**src/rtl/counter_pkg.sv**
```systemverilog
// Shared types and sizing for the counter component's RAM-side scan engine.
package counter_pkg;

    localparam int unsigned COUNTER_DEPTH  = 512;
    localparam int unsigned COUNTER_ADDR_W = 9;
    localparam int unsigned COUNTER_DATA_W = 16;

    typedef enum logic [1:0] {
        S_IDLE,
        S_SCAN,
        S_FLUSH,
        S_DONE
    } scan_state_t;

endpackage

```
**src/rtl/run_tracker.sv**
```systemverilog
// Tracks the current and longest strictly increasing run over a stream of indexed words.
module run_tracker #(
    parameter int unsigned ADDR_W = 9,
    parameter int unsigned DATA_W = 16,
    parameter int unsigned LEN_W  = ADDR_W + 1
) (
    input  logic              clk_i,
    input  logic              rst_i,
    input  logic              init_i,
    input  logic              valid_i,
    input  logic [ADDR_W-1:0] index_i,
    input  logic [DATA_W-1:0] value_i,
    output logic [ADDR_W-1:0] best_pos_o,
    output logic [LEN_W-1:0]  best_len_o
);

    logic [ADDR_W-1:0] cur_pos_q, cur_pos_d;
    logic [LEN_W-1:0]  cur_len_q, cur_len_d;
    logic [DATA_W-1:0] prev_q, prev_d;
    logic [ADDR_W-1:0] best_pos_q, best_pos_d;
    logic [LEN_W-1:0]  best_len_q, best_len_d;

    always_comb begin
        cur_pos_d  = cur_pos_q;
        cur_len_d  = cur_len_q;
        prev_d     = prev_q;
        best_pos_d = best_pos_q;
        best_len_d = best_len_q;
        if (init_i) begin
            cur_pos_d  = '0;
            cur_len_d  = '0;
            prev_d     = '0;
            best_pos_d = '0;
            best_len_d = '0;
        end else if (valid_i) begin
            if (index_i == '0) begin
                cur_pos_d = '0;
                cur_len_d = LEN_W'(1);
            end else if (value_i > prev_q) begin
                cur_len_d = cur_len_q + LEN_W'(1);
            end else begin
                cur_pos_d = index_i;
                cur_len_d = LEN_W'(1);
            end
            prev_d = value_i;
            // Strict compare keeps the earliest run on ties.
            if (cur_len_d > best_len_q) begin
                best_pos_d = cur_pos_d;
                best_len_d = cur_len_d;
            end
        end
    end

    always_ff @(posedge clk_i or posedge rst_i) begin
        if (rst_i) begin
            cur_pos_q  <= '0;
            cur_len_q  <= '0;
            prev_q     <= '0;
            best_pos_q <= '0;
            best_len_q <= '0;
        end else begin
            cur_pos_q  <= cur_pos_d;
            cur_len_q  <= cur_len_d;
            prev_q     <= prev_d;
            best_pos_q <= best_pos_d;
            best_len_q <= best_len_d;
        end
    end

    assign best_pos_o = best_pos_q;
    assign best_len_o = best_len_q;

endmodule

```
**src/rtl/longest_run_scanner.sv**
```systemverilog
// Read-only port-B scanner: walks the whole RAM on a start edge and reports the
// longest strictly increasing run (first index and length).
module longest_run_scanner
    import counter_pkg::*;
#(
    parameter int unsigned DEPTH      = COUNTER_DEPTH,
    parameter int unsigned ADDR_W     = COUNTER_ADDR_W,
    parameter int unsigned DATA_W     = COUNTER_DATA_W,
    parameter int unsigned RD_LATENCY = 1
) (
    input  logic              clock,
    input  logic              reset,
    input  logic              start,
    input  logic [DATA_W-1:0] read_data,
    output logic [ADDR_W-1:0] address,
    output logic              write_enable,
    output logic [15:0]       start_seq_pos,
    output logic [15:0]       length,
    output logic              finish,
    output logic              busy
);

    localparam int unsigned LEN_W   = ADDR_W + 1;
    localparam int unsigned FLUSH_W = $clog2(RD_LATENCY + 2);
    localparam logic [ADDR_W-1:0] LAST_ADDR = ADDR_W'(DEPTH - 1);

    scan_state_t state_q, state_d;
    logic              start_q;
    logic [ADDR_W-1:0] address_q, address_d;
    logic [FLUSH_W-1:0] flush_cnt_q, flush_cnt_d;
    logic [15:0]       pos_q, pos_d;
    logic [15:0]       len_q, len_d;
    logic              finish_q, finish_d;
    logic              busy_q, busy_d;
    logic              trigger;
    logic              init;

    logic [RD_LATENCY-1:0] vld_q, vld_d;
    logic [ADDR_W-1:0]     idx_q [RD_LATENCY];
    logic [ADDR_W-1:0]     idx_d [RD_LATENCY];

    logic [ADDR_W-1:0] best_pos;
    logic [LEN_W-1:0]  best_len;

    assign trigger = start & ~start_q & ((state_q == S_IDLE) || (state_q == S_DONE));

    // Tag each issued address so the tracker sees it alongside the returned word.
    always_comb begin
        vld_d[0] = (state_q == S_SCAN);
        idx_d[0] = address_q;
        for (int i = 1; i < int'(RD_LATENCY); i++) begin
            vld_d[i] = vld_q[i-1];
            idx_d[i] = idx_q[i-1];
        end
    end

    always_comb begin
        state_d     = state_q;
        address_d   = address_q;
        flush_cnt_d = flush_cnt_q;
        pos_d       = pos_q;
        len_d       = len_q;
        finish_d    = finish_q;
        busy_d      = busy_q;
        init        = 1'b0;
        unique case (state_q)
            S_IDLE, S_DONE: begin
                if (trigger) begin
                    state_d   = S_SCAN;
                    address_d = '0;
                    busy_d    = 1'b1;
                    finish_d  = 1'b0;
                    init      = 1'b1;
                end
            end
            S_SCAN: begin
                if (address_q == LAST_ADDR) begin
                    state_d     = S_FLUSH;
                    flush_cnt_d = '0;
                end else begin
                    address_d = address_q + ADDR_W'(1);
                end
            end
            S_FLUSH: begin
                if (flush_cnt_q == FLUSH_W'(RD_LATENCY)) begin
                    state_d  = S_DONE;
                    pos_d    = 16'(best_pos);
                    len_d    = 16'(best_len);
                    finish_d = 1'b1;
                    busy_d   = 1'b0;
                end else begin
                    flush_cnt_d = flush_cnt_q + FLUSH_W'(1);
                end
            end
            default: state_d = S_IDLE;
        endcase
    end

    always_ff @(posedge clock or posedge reset) begin
        if (reset) begin
            state_q     <= S_IDLE;
            start_q     <= 1'b0;
            address_q   <= '0;
            flush_cnt_q <= '0;
            pos_q       <= '0;
            len_q       <= '0;
            finish_q    <= 1'b0;
            busy_q      <= 1'b0;
            vld_q       <= '0;
            for (int i = 0; i < int'(RD_LATENCY); i++) begin
                idx_q[i] <= '0;
            end
        end else begin
            state_q     <= state_d;
            start_q     <= start;
            address_q   <= address_d;
            flush_cnt_q <= flush_cnt_d;
            pos_q       <= pos_d;
            len_q       <= len_d;
            finish_q    <= finish_d;
            busy_q      <= busy_d;
            vld_q       <= vld_d;
            for (int i = 0; i < int'(RD_LATENCY); i++) begin
                idx_q[i] <= idx_d[i];
            end
        end
    end

    run_tracker #(
        .ADDR_W (ADDR_W),
        .DATA_W (DATA_W),
        .LEN_W  (LEN_W)
    ) u_run_tracker (
        .clk_i      (clock),
        .rst_i      (reset),
        .init_i     (init),
        .valid_i    (vld_q[RD_LATENCY-1]),
        .index_i    (idx_q[RD_LATENCY-1]),
        .value_i    (read_data),
        .best_pos_o (best_pos),
        .best_len_o (best_len)
    );

    assign address       = address_q;
    assign write_enable  = 1'b0;
    assign start_seq_pos = pos_q;
    assign length        = len_q;
    assign finish        = finish_q;
    assign busy          = busy_q;

endmodule

```
**config.mk**
```make
export PLATFORM = sky130hd
export DESIGN_NAME = longest_run_scanner
export DESIGN_NICKNAME = d
export VERILOG_FILES = /design/src/rtl/counter_pkg.sv /design/src/rtl/run_tracker.sv /design/src/rtl/longest_run_scanner.sv
export SDC_FILE = /design/constraint.sdc
export NUM_CORES = 1
export LEC_CHECK = 0
export CELL_PAD_IN_SITES_DETAIL_PLACEMENT = 0
export CELL_PAD_IN_SITES_GLOBAL_PLACEMENT = 1
export CORE_MARGIN = 1
export CORE_UTILIZATION = 47
export CTS_CLUSTER_SIZE = 14
export DETAILED_ROUTE_END_ITERATION = 8
export HOLD_SLACK_MARGIN = 0.06
export PLACE_DENSITY = 0.81
export SYNTH_ARGS = -nofsm -noshare
export SYNTH_HDL_FRONTEND = slang
export SYNTH_SLANG_ARGS = --single-unit
```
**constraint.sdc**
```tcl
create_clock -name clock -period 6 [get_ports clock]
set_clock_uncertainty 0.2 [all_clocks]
set_input_delay 0.6 -clock clock [delete_from_list [all_inputs] [get_ports clock]]
set_output_delay 0.6 -clock clock [all_outputs]
set_load 0.02 [all_outputs]
```
==> results.cfg <==
[run_status]
status = finished clean

[worst_setup_path]
critPathLaunchType = input port
worst-setup-path-type = in -> reg
end_kind = register
crit_chain = clkdlybuf4s50_1 > ha_1 > nand4_2 > nor4_2 > a21boi_2 > o31a_4 > nand2_4 > nor2_1 > ha_1 > nand4_1 > nor3_1 > and3_1 > a311oi_2 > and2_1 > a32o_1
critPathMostFrequentCell = ha_1
critPathBufInv = 1
crit_path_max_incr_delay_ps = 440
slowest_stage = clkdlybuf4s50_1
cp.required_ps = 6100
critPathTopFamily = simple AND/OR/NAND/NOR gates
cp_max_fo = 22
worstPathArrival_ps = 4260

[global_route]
grt_start_max_net_pins = 62
grt-ovfl-total = 0
grt_usage = 0.1783
grt_pass1_wl_um = 15860
antenna_found_initial = 0
first_global_vias = 3269

[power]
power_frac_seq = 0.392
power.internal_uw = 1375
p_clk_frac = 0.174
p_comb_frac = 0.434
swShare = 0.4106
ir_worst_vdd_uv = 268.4
netSwitchingPower_uw = 957.5
p_per_area_mw_per_mm2 = 402.9
p_leak_uw = 0.002727

[finish]
nNetsFinal = 566
antennaDiodeCount = 0
drive_above_1_share = 0.1021
mostFrequentLayoutCells = dfrtp_1, clkdlybuf4s50_1, nand2_1, inv_1, nor2_1
layout-area-overhead-vs-synth_pct = 14.19
layout_commonest_cell = dfrtp_1
postLayoutCoreUtil = 0.5582

[drt]
antenna_left = 0
routed_wl_um = 9075
vias_per_cell = 5.217
drt-initial-drc-count = 147
via_count = 3417
drc = 0
post_drt_wl_per_cell_um = 13.85
detail_route.first_pass.iterations = 4

[die]
dieArea_mm2 = 0.01120
start_util = 0.4888
ios = 63
rows = 37
chipWidth_um = 105.8
coreArea_mm2 = 0.01037
chipHeight_um = 105.8

[yosys]
synth-main-ff-cell = dfrtp_1
synthesis.area_mm2 = 0.005069
synth_edf_count = 0
yosysSeqAreaShare = 0.4888
synthArstFlopShare = 1.000
avgSynthCellArea_um2 = 10.81
synth_cells = 469
synth_cell_types = 54
ys_warn_count = 0
synth-seq-cells = 99

[place]
portBuffers = 48
hpwl_um = 6417
finalWeightedCongestion = 0.7801
pre_cts_slack_ps = 1470

[sta]
tightest_slew_ps = 937.6
slew_violations = 0
setup_total_negative_slack_ps = 0
period_minus_slack_ps = 4159
finalSetupViolations = 0
rsz0062_at_grt = false
hold_violations = 0
fmax_ghz = 0.2404
fin_ws_ps = 1841
period_share = 0.6932
max_slew_margin = 0.3734

[clock_tree]
h-tree-depth = 3
clockBufferDepth = 2
cts_tree = yes
cts_buffers = 9
clk_pin_slew_ps = 100
cts-hold-fix-buffers = 0
clock-sinks = 99
post_cts_buffers = 0
root_buffer = clkbuf_8
clk_latency_ps = 360
cts_resized = 0

[job]
maxCapViolations = 0

[min_path]
hp-class = reg -> reg
## path summary, 6_finish.rpt
kind                                     startpoint                          end  slack (ps)  depth (start not counted)
max in group asynchronous                     reset      u_run_tracker.prev_q[0]        4080                          3
min                                      address[6]                     idx_q[6]         270                          0
min in group asynchronous                     reset             start_seq_pos[4]         390                          2
max                                   read_data[15]  u_run_tracker.best_len_o[8]        1840                         15
max reg2reg                u_run_tracker.prev_q[15]  u_run_tracker.best_len_o[8]        2140                         15
min reg2reg                              address[6]                     idx_q[6]         270                          0
## power by group through the flow
| stage | sequential [uW] | combinational (uW) | clock [uW] |
|---|---|---|---|
| 2_1_floorplan | 936 | 786 | 0 |
| 3_3_place_gp | 921 | 992 | 0 |
| 3_5_place_dp | 926 | 1020 | 0 |
| 4_1_cts | 914 | 1020 | 419 |
| 5_1_grt | 935 | 1140 | 445 |
| 6_report | 915 | 1010 | 406 |
## cells in the mapped netlist, types with 2 or more instances
| master | number | area share |
|---|---|---|
| mux2_2 | 11 | 0.024 |
| xnor2_1 | 6 | 0.010 |
| nor4_1 | 2 | 0.0025 |
| buf_6 | 2 | 0.0044 |
| nand4_1 | 5 | 0.0062 |
| o2bb2ai_1 | 9 | 0.016 |
| o21ai_0 | 25 | 0.025 |
| buf_1 | 2 | 0.0015 |
| nor2b_1 | 2 | 0.0025 |
| mux2i_1 | 29 | 0.057 |
| nand3_1 | 9 | 0.0089 |
| a21o_1 | 2 | 0.0030 |
| nor2_1 | 34 | 0.025 |
| nand2b_1 | 4 | 0.0049 |
| clkbuf_1 | 9 | 0.0067 |
| inv_1 | 36 | 0.027 |
| nor3_1 | 10 | 0.0099 |
| ha_1 | 33 | 0.081 |
| a22o_1 | 19 | 0.033 |
| or2_2 | 2 | 0.0025 |
| dfrtp_1 | 99 | 0.49 |
| a21oi_1 | 17 | 0.017 |
| a32o_1 | 4 | 0.0079 |
| buf_4 | 15 | 0.022 |
| and3_4 | 7 | 0.016 |
| nand2_1 | 35 | 0.026 |
| xor2_1 | 8 | 0.014 |
| and3_1 | 7 | 0.0086 |
## registers in the layout, summed over array words and instances (netlist names)
| signal | count |
|---|---|
| u_run_tracker.prev_q | 16 |
| length | 10 |
| u_run_tracker.best_len_o | 10 |
| u_run_tracker.cur_len_q | 10 |
| address | 9 |
| idx_q | 9 |
| start_seq_pos | 9 |
| u_run_tracker.best_pos_o | 9 |
| u_run_tracker.cur_pos_q | 9 |
| flush_cnt_q | 2 |
| state_q | 2 |
| busy | 1 |
| finish | 1 |
| start_q | 1 |
| vld_q | 1 |
## metal layers
layer | part of all wire | vias up | GRT usage
li1 | - | 1714 | -
met5 | 0 | - | 0
met2 | 0.44 | 55 | 0.2568
met4 | 0.011 | 0 | 0.06746
met1 | 0.52 | 1639 | 0.2656
met3 | 0.027 | 9 | 0.03278
## metrics by stage
step / area [um^2] / std cells / power, uW / hold slack [ps]
finish: 5788 / 655 / 2332 / 266.5
global route: 5788 / 655 / 2517 / 290.7
CTS: 5788 / 655 / 2352 / 268.8
detailed placement: 5599 / 639 / 1942 / 241.6
global placement: 5599 / 639 / 1913 / 234.7
floorplan: 5117 / 482 / 1722 / 252.3
## kinds of logic after synthesis
logic type,count (synthesis),share of synthesized area
AND/OR/NAND/NOR,126,0.1298
flip-flops,99,0.4888
AO/OA/AOI/OAI,89,0.1269
buffers and inverters,67,0.06640
multiplexers,40,0.08171
adder cells (fa/ha/maj),33,0.08146
XOR/XNOR,14,0.02419
other,1,0.0007398
## area by class of cell
class | count | area [um^2]
fill | 929 | 4582
sequential | 99 | 2477
clock inverter | 6 | 61.31
timing repair buffer | 52 | 510.5
multi-input combinational | 316 | 2303
tap | 136 | 170.2
clock buffer | 10 | 127.6
inverter | 36 | 137.6
## worst register-to-register path, cell delays in order (launching register included)
cell and delay [ps]:
dfrtp_1 360, inv_1 40, ha_1 320, nand4_2 150, nor4_2 320, a21boi_2 240
o31a_4 380, nand2_4 100, nor2_1 140, ha_1 250, nand4_1 130, nor3_1 70
and3_1 180, a311oi_2 310, and2_1 380, a32o_1 220
Power figures use the tool's default switching activity.
